## config.mk

```make
export PLATFORM = sky130hd
export DESIGN_NAME = frac_clk_gen
export DESIGN_NICKNAME = d
export VERILOG_FILES = /design/src/rtl/frac_clk_gen.sv
export SDC_FILE = /design/constraint.sdc
export NUM_CORES = 1
export LEC_CHECK = 0
export ABC_AREA = 1
export CAP_MARGIN = 20
export CELL_PAD_IN_SITES_DETAIL_PLACEMENT = 1
export CELL_PAD_IN_SITES_GLOBAL_PLACEMENT = 1
export CORE_MARGIN = 5
export CORE_UTILIZATION = 40
export CTS_BUF_LIST = sky130_fd_sc_hd__clkbuf_8
export DETAILED_ROUTE_END_ITERATION = 16
export PLACE_DENSITY = 0.79
export SLEW_MARGIN = 5
export SYNTH_ARGS = -nofsm -noshare
export SYNTH_HDL_FRONTEND = slang
export SYNTH_SLANG_ARGS = --single-unit
```

## constraint.sdc

```tcl
create_clock -name clk_48mhz -period 3.26 [get_ports clk_48mhz]
set_input_delay 0.326 -clock clk_48mhz [delete_from_list [all_inputs] [get_ports clk_48mhz]]
set_output_delay 0.326 -clock clk_48mhz [all_outputs]
set_load 0.005 [all_outputs]
```

## src/rtl/frac_clk_gen.sv

```systemverilog
// Multi-channel fractional clock generator: each channel toggles clk_out every int(+1) cycles of
// clk_48mhz, spreading the fraction with an accumulator. Define FRAC_CLK_SYNC_EN to add sync_start.
module frac_clk_gen #(
    parameter int NUM_CH   = 2,
    parameter int INT_W    = 8,
    parameter int FRAC_W   = 4,
    parameter int DEF_INT  = 31,
    parameter int DEF_FRAC = 4
) (
    input  logic                     clk_48mhz,
    input  logic                     reset_n,
    input  logic [NUM_CH-1:0]        enable,
    input  logic [NUM_CH-1:0]        cfg_load,
    input  logic [NUM_CH*INT_W-1:0]  div_int,
    input  logic [NUM_CH*FRAC_W-1:0] div_frac,
`ifdef FRAC_CLK_SYNC_EN
    input  logic                     sync_start,
`endif
    output logic [NUM_CH-1:0]        cfg_pending,
    output logic [NUM_CH-1:0]        clk_out,
    output logic [NUM_CH-1:0]        tick,
    output logic [2*NUM_CH-1:0]      dbg_state
);

    localparam int CNT_W = INT_W + 1;

    // IDLE: stopped, clk_out low. RUN: counting. DRAIN: enable dropped while high, finishing the half.
    typedef enum logic [1:0] {
        ST_IDLE  = 2'd0,
        ST_RUN   = 2'd1,
        ST_DRAIN = 2'd2
    } ch_state_t;

    // cfg_load is a fire-and-forget strobe with no ready: it is always accepted, and
    // cfg_pending stays high until the captured values become the active interval.
    for (genvar ch = 0; ch < NUM_CH; ch++) begin : g_ch
        ch_state_t               state_q, state_d;
        logic [CNT_W-1:0]        cnt_q, cnt_d;
        logic [FRAC_W-1:0]       acc_q, acc_d;
        logic [INT_W-1:0]        act_int_q, act_int_d, sh_int_q, sh_int_d;
        logic [FRAC_W-1:0]       act_frac_q, act_frac_d, sh_frac_q, sh_frac_d;
        logic                    pend_q, pend_d;
        logic                    clk_q, clk_d;
        logic                    tick_q, tick_d;
        logic [INT_W-1:0]        in_int;
        logic [FRAC_W-1:0]       in_frac;
        logic [FRAC_W:0]         acc_sum;
        logic [CNT_W-1:0]        eff_int;
        logic [CNT_W-1:0]        half_len;
        logic                    at_end;
        logic                    sync_hit;

        assign in_int  = div_int[ch*INT_W +: INT_W];
        assign in_frac = div_frac[ch*FRAC_W +: FRAC_W];

        // The carry of acc+frac lengthens the current half by one cycle.
        assign acc_sum  = {1'b0, acc_q} + {1'b0, act_frac_q};
        assign eff_int  = (act_int_q < INT_W'(2)) ? CNT_W'(2) : {1'b0, act_int_q};
        assign half_len = eff_int + CNT_W'(acc_sum[FRAC_W]);
        assign at_end   = (cnt_q == half_len - CNT_W'(1));

`ifdef FRAC_CLK_SYNC_EN
        assign sync_hit = sync_start & enable[ch];
`else
        assign sync_hit = 1'b0;
`endif

        always_ff @(posedge clk_48mhz) begin
            if (!reset_n) begin
                state_q    <= ST_IDLE;
                cnt_q      <= '0;
                acc_q      <= '0;
                act_int_q  <= INT_W'(DEF_INT);
                act_frac_q <= FRAC_W'(DEF_FRAC);
                sh_int_q   <= INT_W'(DEF_INT);
                sh_frac_q  <= FRAC_W'(DEF_FRAC);
                pend_q     <= 1'b0;
                clk_q      <= 1'b0;
                tick_q     <= 1'b0;
            end else begin
                state_q    <= state_d;
                cnt_q      <= cnt_d;
                acc_q      <= acc_d;
                act_int_q  <= act_int_d;
                act_frac_q <= act_frac_d;
                sh_int_q   <= sh_int_d;
                sh_frac_q  <= sh_frac_d;
                pend_q     <= pend_d;
                clk_q      <= clk_d;
                tick_q     <= tick_d;
            end
        end

        always_comb begin
            state_d    = state_q;
            cnt_d      = cnt_q;
            acc_d      = acc_q;
            act_int_d  = act_int_q;
            act_frac_d = act_frac_q;
            sh_int_d   = sh_int_q;
            sh_frac_d  = sh_frac_q;
            pend_d     = pend_q;
            clk_d      = clk_q;
            tick_d     = 1'b0;

            case (state_q)
                ST_IDLE: begin
                    cnt_d = '0;
                    acc_d = '0;
                    clk_d = 1'b0;
                    if (pend_q) begin
                        act_int_d  = sh_int_q;
                        act_frac_d = sh_frac_q;
                        pend_d     = 1'b0;
                    end
                    if (enable[ch]) begin
                        state_d = ST_RUN;
                    end
                end
                default: begin
                    if (state_q == ST_RUN && !enable[ch] && !clk_q) begin
                        state_d = ST_IDLE;
                        cnt_d   = '0;
                        acc_d   = '0;
                    end else if (at_end) begin
                        cnt_d = '0;
                        clk_d = !clk_q;
                        acc_d = acc_sum[FRAC_W-1:0];
                        if (!clk_q) begin
                            tick_d = 1'b1;
                        end else begin
                            // Falling edge closes a full period: the only glitch-free point to switch.
                            if (pend_q) begin
                                act_int_d  = sh_int_q;
                                act_frac_d = sh_frac_q;
                                acc_d      = '0;
                                pend_d     = 1'b0;
                            end
                            if (state_q == ST_DRAIN || !enable[ch]) begin
                                state_d = ST_IDLE;
                                acc_d   = '0;
                            end
                        end
                    end else begin
                        cnt_d = cnt_q + CNT_W'(1);
                        if (state_q == ST_RUN && !enable[ch]) begin
                            state_d = ST_DRAIN;
                        end
                    end
                end
            endcase

            if (cfg_load[ch]) begin
                sh_int_d  = in_int;
                sh_frac_d = in_frac;
                pend_d    = 1'b1;
            end

            if (sync_hit) begin
                state_d = ST_RUN;
                cnt_d   = '0;
                acc_d   = '0;
                clk_d   = 1'b0;
                tick_d  = 1'b0;
                pend_d  = 1'b0;
                if (cfg_load[ch]) begin
                    act_int_d  = in_int;
                    act_frac_d = in_frac;
                end else if (pend_q) begin
                    act_int_d  = sh_int_q;
                    act_frac_d = sh_frac_q;
                end
            end
        end

        assign clk_out[ch]           = clk_q;
        assign tick[ch]              = tick_q;
        assign cfg_pending[ch]       = pend_q;
        assign dbg_state[2*ch +: 2]  = state_q;
    end

endmodule

```

==> impl_metrics.ini, run 1 <==
[layout]
fin_util = 0.487
final_area_um2 = 5240
final_common_cell = nand2_1
drive_gt1_frac = 0.123
nFillCells = 1360
fin_nets = 703
areaGrowthSynthToFinish_pct = 20.8
final_cell_mix = nand2_1 (134), nor2_1 (102), dfxtp_1 (80), inv_1 (71), nand3_1 (43)
diodes = 0

[timing]
tightest_slew_ps = 631
whs_ps = 255
period_needed_ps = 3090
relSlewSlack = 0.575
setup-violations-final = 0
fin_crit_sh = 0.947
slew_viol_final = 0
fmax_mhz = 324
final_hold_viol_count = 0
clock_skew_ps = 14.6

[clock_tree]
clock_sinks = 84
clk_latency_ps = 370
numCtsBuffers = 9
htreeDepth = 3
clk_pin_slew_ps = 90
clock_path_buffers = 2
cts_tree = yes
root_buffer = clkbuf_8
holdBufCountCts = 0

[worst_setup_path]
path_cells = ha_4 > inv_1 > fa_2 > o21ai_2 > a21oi_2 > ha_2 > ha_4 > inv_1 > nand2_2 > nand2_1 > nand2_1 > nand2_1 > nand2_1 > nor2_1 > nand3_1 > nor2_2 > nand2_4 > nand2_4 > nand2_4 > nor2_4 > buf_12 > o21ai_1 > nor2_1
rr_worst_depth = 23
r2r_end = g_ch[1].act_frac_q[0]$_SDFFE_PN0P_
cp_max_fo = 8
cp_slowest_stage_delay_ps = 380
critPathCapture = g_ch[1].act_frac_q[0]$_SDFFE_PN0P_
crit_top_cell = nand2_1
startpoint = g_ch[1].act_frac_q[0]$_SDFFE_PN0P_
critical_path_class = reg2reg
cp-start-kind = register
worst-path-stages = 23
arrival_ps = 3370
r2r-start = g_ch[1].act_frac_q[0]$_SDFFE_PN0P_
crit_slowest_cell = fa_2
r2r_slack_ps = 170
crit_buf_inv = 3
critPathCaptureType = register
cpLargestDelayFamily = simple AND/OR/NAND/NOR gates
required_ps = 3550

[placement]
place_area_um2 = 4800
portBuffers = 39
gp_congestion = 0.837
dpl.hpwl_mm = 8.74

[pwr]
p_seq_frac = 0.414
power.internal_mw = 2.00
p_sw_mw = 1.17
vdd.ir_drop.worst_mv = 0.334
power_density_nw_per_um2 = 606
p_clk_frac = 0.244
p_sw_frac = 0.370
leakagePower_nw = 2.34
power_frac_comb = 0.342

[floorplanning]
core_um2 = 10700
die_width_um = 114
num_io_pins = 40
die_h_um = 114
dieArea_um2 = 13000
start_util = 0.404
std_cell_rows = 38

[drt]
drcViolationCount = 0
vias = 4007
ant_nets = 0
route.final.wire_length_mm = 11.9
vias_per_cell = 5.00
drt-initial-drc-count = 194
first_pass_iters = 4
detail_route.wl_per_cell_um = 14.8

[outcome]
status = complete, no violations

[yosys]
synth_top_area_share = 0.388
yosysTopAreaCell = dfxtp_1
yosysSeqAreaShare = 0.388
ys_ff_latch = 84
yosysWarnings = 0
synthesis.area_um2 = 4340
synthCells = 609
yosys-top-cells-area = dfxtp_1 (39%), nand2_1 (12%), nor2_1 (9.0%)
ys_types = 36
syn_area_per_cell_um2 = 7.12
syn_nets = 655

[global_route]
grt-ovfl-total = 0
antenna_found_initial = 0
track_usage = 0.186
grt_pass1_wl_mm = 19.7
grt_start_max_net_pins = 49
grt_pass1_vias = 4223

[hold_path]
hp-class = in2reg

[flow_run]
cap_violations = 0
==> kinds of logic after synthesis <==
kind of cell | count (synthesis) | share of synthesized area
compound gates | 67 | 0.0880
simple gates | 326 | 0.337
buf+inv | 92 | 0.0892
fa+ha+maj | 16 | 0.0496
xor+xnor | 24 | 0.0485
flops | 84 | 0.388
==> power by group through the flow <==
stage	clock network (mW)	registers [mW]	logic (mW)
6_report	0.774	1.31	1.08
5_1_grt	0.846	1.33	1.23
4_1_cts	0.795	1.30	1.01
3_5_place_dp	0	1.32	0.961
3_3_place_gp	0	1.32	0.910
2_1_floorplan	0	1.28	0.719
==> through the flow <==
step	setup TNS [ps]	total power, mW	std cells	setup slack (ps)
finish	0	3.17	801	172
global route	-709	3.40	801	-107
CTS	0	3.11	791	27.8
detailed placement	-1900	2.29	772	-191
global placement	-300	2.23	772	-58.1
floorplan	0	2.00	609	383
==> cell type report <==
| class | count | area, um^2 | share of cell area |
|---|---|---|---|
| Multi-Input combinational cell | 433 | 2350 | 0.448 |
| Sequential cell | 84 | 1690 | 0.323 |
| Timing Repair Buffer | 55 | 548 | 0.105 |
| Inverter | 74 | 278 | 0.0530 |
| Tap cell | 140 | 175 | 0.0334 |
| Clock buffer | 11 | 151 | 0.0289 |
| Clock inverter | 4 | 48.8 | 0.00932 |
==> what timing repair did <==
| action | 4_1_cts | 5_1_grt |
|---|---|---|
| setup buffers | 4 | 9 |
| setup endpoints to repair | 15 | 50 |
| gates resized for setup | 3 | 25 |
| pin swaps | 2 | 16 |
| cloned | 0 | 1 |
==> Yosys cell counts, drive strengths merged <==
cell and count:
xnor2 13, nand3 45, nand2 145, nand4 9
clkbuf 8, o21ai 38, dfxtp 84, a21oi 17
nor2 115, fa 2, ha 14, nor3 8
o211ai 8, nor3b 2, a31o 1, inv 74
or2 2, o21bai 1, xor2 11, buf 10
a211oi 2
==> sequential cells by signal, summed over array words and instances (netlist names) <==
name,count
g_ch.pend_q,2
g_ch.state_q,4
g_ch.tick_q,2
g_ch.cnt_q,18
g_ch.acc_q,8
g_ch.sh_int_q,16
g_ch.act_int_q,16
g_ch.clk_q,2
g_ch.sh_frac_q,8
g_ch.act_frac_q,8
==> metal layers <==
metal | routed length, um | track usage | up-vias
met4 | 240 | 0.0570 | 0
met1 | 4940 | 0.215 | 1931
li1 | - | - | 2017
met3 | 256 | 0.0412 | 21
met5 | 0 | 0 | -
met2 | 6420 | 0.342 | 38
==> how the worst min path moves through the flow <==
stage,from,end,slack [ps],cells after the start
after floorplan,g_ch[0].act_int_q[0]$_SDFFE_PN1P_,g_ch[0].act_int_q[0]$_SDFFE_PN1P_,430,2
after global placement,g_ch[1].sh_int_q[0]$_SDFFE_PN1P_,g_ch[1].sh_int_q[0]$_SDFFE_PN1P_,440,2
after detailed placement,g_ch[1].sh_int_q[0]$_SDFFE_PN1P_,g_ch[1].sh_int_q[0]$_SDFFE_PN1P_,440,2
after CTS,reset_n,g_ch[1].sh_int_q[0]$_SDFFE_PN1P_,240,2
after global routing,reset_n,g_ch[1].sh_int_q[0]$_SDFFE_PN1P_,260,2
final,reset_n,g_ch[1].sh_int_q[0]$_SDFFE_PN1P_,250,2
Note: power is estimated with default switching activity, not from simulation.
==> run 2, diff against run 1 <==
--- a/config.mk
+++ b/config.mk
@@ -10,10 +10,10 @@
 export CELL_PAD_IN_SITES_DETAIL_PLACEMENT = 1
 export CELL_PAD_IN_SITES_GLOBAL_PLACEMENT = 1
 export CORE_MARGIN = 5
-export CORE_UTILIZATION = 40
+export CORE_UTILIZATION = 43
 export CTS_BUF_LIST = sky130_fd_sc_hd__clkbuf_8
 export DETAILED_ROUTE_END_ITERATION = 16
-export PLACE_DENSITY = 0.79
+export PLACE_DENSITY = 0.84
 export SLEW_MARGIN = 5
 export SYNTH_ARGS = -nofsm -noshare
 export SYNTH_HDL_FRONTEND = slang
==> constraint.sdc (replaced) <==
create_clock -name clk_48mhz -period 3.26 [get_ports clk_48mhz]
set_input_delay 0.652 -clock clk_48mhz [delete_from_list [all_inputs] [get_ports clk_48mhz]]
set_output_delay 0.652 -clock clk_48mhz [all_outputs]
set_load 0.005 [all_outputs]
==> run 2 against run 1 <==
  * Design area grew 0.36%
  * Clock power shrank 10%
  * Total power shrank 2.5%
  * Global-route usage shrank 0.25 points
  * Clock skew shrank 2.1 ps
  * Combinational power is essentially flat
  * Hold slack gained 210 ps
  * Register-to-register slack gained 30 ps
  * Die area shrank 6.4%
  * Fmax grew 0.89%
  * Critical path type unchanged
  * Largest cell class unchanged
  * Highest routed layer unchanged
==> impl_metrics.ini, run 2 (same netlist as run 1, synthesis figures left out) <==
[outcome]
status = complete, no violations

[drt]
first_pass_iters = 5
vias = 4040
drt-initial-drc-count = 161
vias_per_cell = 5.06
ant_nets = 0
detail_route.wl_per_cell_um = 15.0
route.final.wire_length_mm = 12.0
drcViolationCount = 0

[layout]
top_regs = g_ch.cnt_q x18, g_ch.act_int_q x16, g_ch.sh_int_q x16
final_common_cell = nand2_1
nFillCells = 1283
largest-register = g_ch.cnt_q
drive_gt1_frac = 0.128
diodes = 0
seqCellArea_um2 = 1690
largest_reg_flops = 18
areaGrowthSynthToFinish_pct = 21.2
final_cell_mix = nand2_1 (135), nor2_1 (102), dfxtp_1 (80), inv_1 (73), nand3_1 (42)
multiInputGateArea_um2 = 2370
fin_nets = 708

[floorplanning]
num_io_pins = 40
std_cell_rows = 36
dieArea_um2 = 12200
die_width_um = 110
die_h_um = 110
core_um2 = 9820
start_util = 0.442

[clock_tree]
cts_tree = yes
numCtsBuffers = 9
clk_pin_slew_ps = 90
clock_sinks = 84
clk_latency_ps = 360
root_buffer = clkbuf_8
clock_path_buffers = 2
htreeDepth = 3

[worst_setup_path]
critical_path_class = reg2reg
required_ps = 3550
cp-start-kind = register
arrival_ps = 3360
cp_max_fo = 8
critPathCaptureType = register

[timing]
clock_skew_ps = 12.5
setup_slack_ps = 199
slew_viol_final = 0
fmax_mhz = 327
relSlewSlack = 0.524
period_needed_ps = 3060
tightest_slew_ps = 715
setup-violations-final = 0
fin_crit_sh = 0.939
final_hold_viol_count = 0

[placement]
gp_congestion = 0.876
pre_cts_ws_ps = -79.5
portBuffers = 39
dpl.hpwl_mm = 8.69

[global_route]
antenna_found_initial = 0
grt-ovfl-total = 0
grt_start_max_net_pins = 37
track_usage = 0.184
grt_pass1_vias = 4150
grt_pass1_wl_mm = 18.9

[pwr]
p_seq_frac = 0.423
power.internal_mw = 1.91
p_sw_frac = 0.381
power_mw = 3.09
p_sw_mw = 1.18
leakagePower_nw = 2.35
power_density_nw_per_um2 = 588
p_clk_frac = 0.224
power_frac_comb = 0.353
vdd.ir_drop.worst_mv = 0.261

[hold_path]
hp-class = reg2reg

[flow_run]
cap_violations = 0
==> run 2: routing by layer <==
metal	share of wire	track usage	vias up
li1	-	-	2023
met1	0.42	0.203	1956
met2	0.54	0.353	39
met3	0.020	0.0367	22
met4	0.019	0.0517	0
met5	0	0	-
==> run 2: cell type report <==
cell class / count / area share
Tap cell: 133 / 0.0317
Sequential cell: 84 / 0.321
Inverter: 74 / 0.0528
Multi-Input combinational cell: 434 / 0.451
Timing Repair Buffer: 59 / 0.110
Clock inverter: 4 / 0.00476
Clock buffer: 11 / 0.0288
==> run 2: what timing repair did <==
action | 4_1_cts | 5_1_grt
resized for setup | 2 | 26
hold buffers | 0 | 0
pin swaps | 2 | 16
setup buffers | 4 | 12
endpoints found under the setup margin | 16 | 54
hold endpoints to repair | 0 | 0
gates cloned | 0 | 2
==> run 2: final timing paths <==
path	from	to	slack, ps	cells past startpoint
setup / recovery	g_ch[1].acc_q[0]$_SDFFE_PP0N_	g_ch[1].act_int_q[6]$_SDFFE_PN0P_	200	23
hold / removal	g_ch[0].sh_frac_q[2]$_SDFFE_PN1P_	g_ch[0].sh_frac_q[2]$_SDFFE_PN1P_	470	2
setup reg to reg	g_ch[1].acc_q[0]$_SDFFE_PP0N_	g_ch[1].act_int_q[6]$_SDFFE_PN0P_	200	23
hold reg to reg	g_ch[0].sh_frac_q[2]$_SDFFE_PN1P_	g_ch[0].sh_frac_q[2]$_SDFFE_PN1P_	470	2
==> run 2: stage by stage <==
step                      TNS (ps)  utilization  cell area, um^2  hold WS [ps]  cells
after CTS                        0        0.513             5040           470    785
after global placement           0        0.489             4800           441    766
after detailed placement      -725        0.489             4800           448    766
after floorplan                  0            -             4340           429    609
after global routing         -75.3        0.535             5260           493    799
final                            0        0.535             5260           468    799
==> run 2: power by group through the flow <==
stage          sequential, mW  clock, mW  combinational, mW
4_1_cts                  1.30      0.712               1.01
5_1_grt                  1.32      0.755               1.22
3_5_place_dp             1.32          0              0.959
3_3_place_gp             1.32          0              0.908
6_report                 1.31      0.693               1.09
2_1_floorplan            1.28          0              0.719
==> run 2: worst max-delay path, stage by stage, from the launching register on <==
cell,delay [ps]
dfxtp_2,370
ha_4,140
inv_1,50
fa_2,360
o21ai_2,130
a21oi_2,70
ha_2,190
ha_4,180
inv_1,60
nand2_1,60
nand2_1,80
nand2_1,50
nand2_1,50
nand2_1,60
nor2_2,100
nand3_2,100
nor2_4,140
nand2_4,100
nand2_4,100
nand2_4,60
nor2_4,150
buf_12,140
o21ai_0,80
nor2_1,160
==> run 3, diff against run 2 <==
--- a/config.mk
+++ b/config.mk
@@ -14,6 +14,7 @@
 export CTS_BUF_LIST = sky130_fd_sc_hd__clkbuf_8
 export DETAILED_ROUTE_END_ITERATION = 16
 export PLACE_DENSITY = 0.84
+export SKIP_LAST_GASP = 1
 export SLEW_MARGIN = 5
 export SYNTH_ARGS = -nofsm -noshare
 export SYNTH_HDL_FRONTEND = slang
==> results of run 3 <==
Final layout, timing and power as in run 2 (identical DEF).
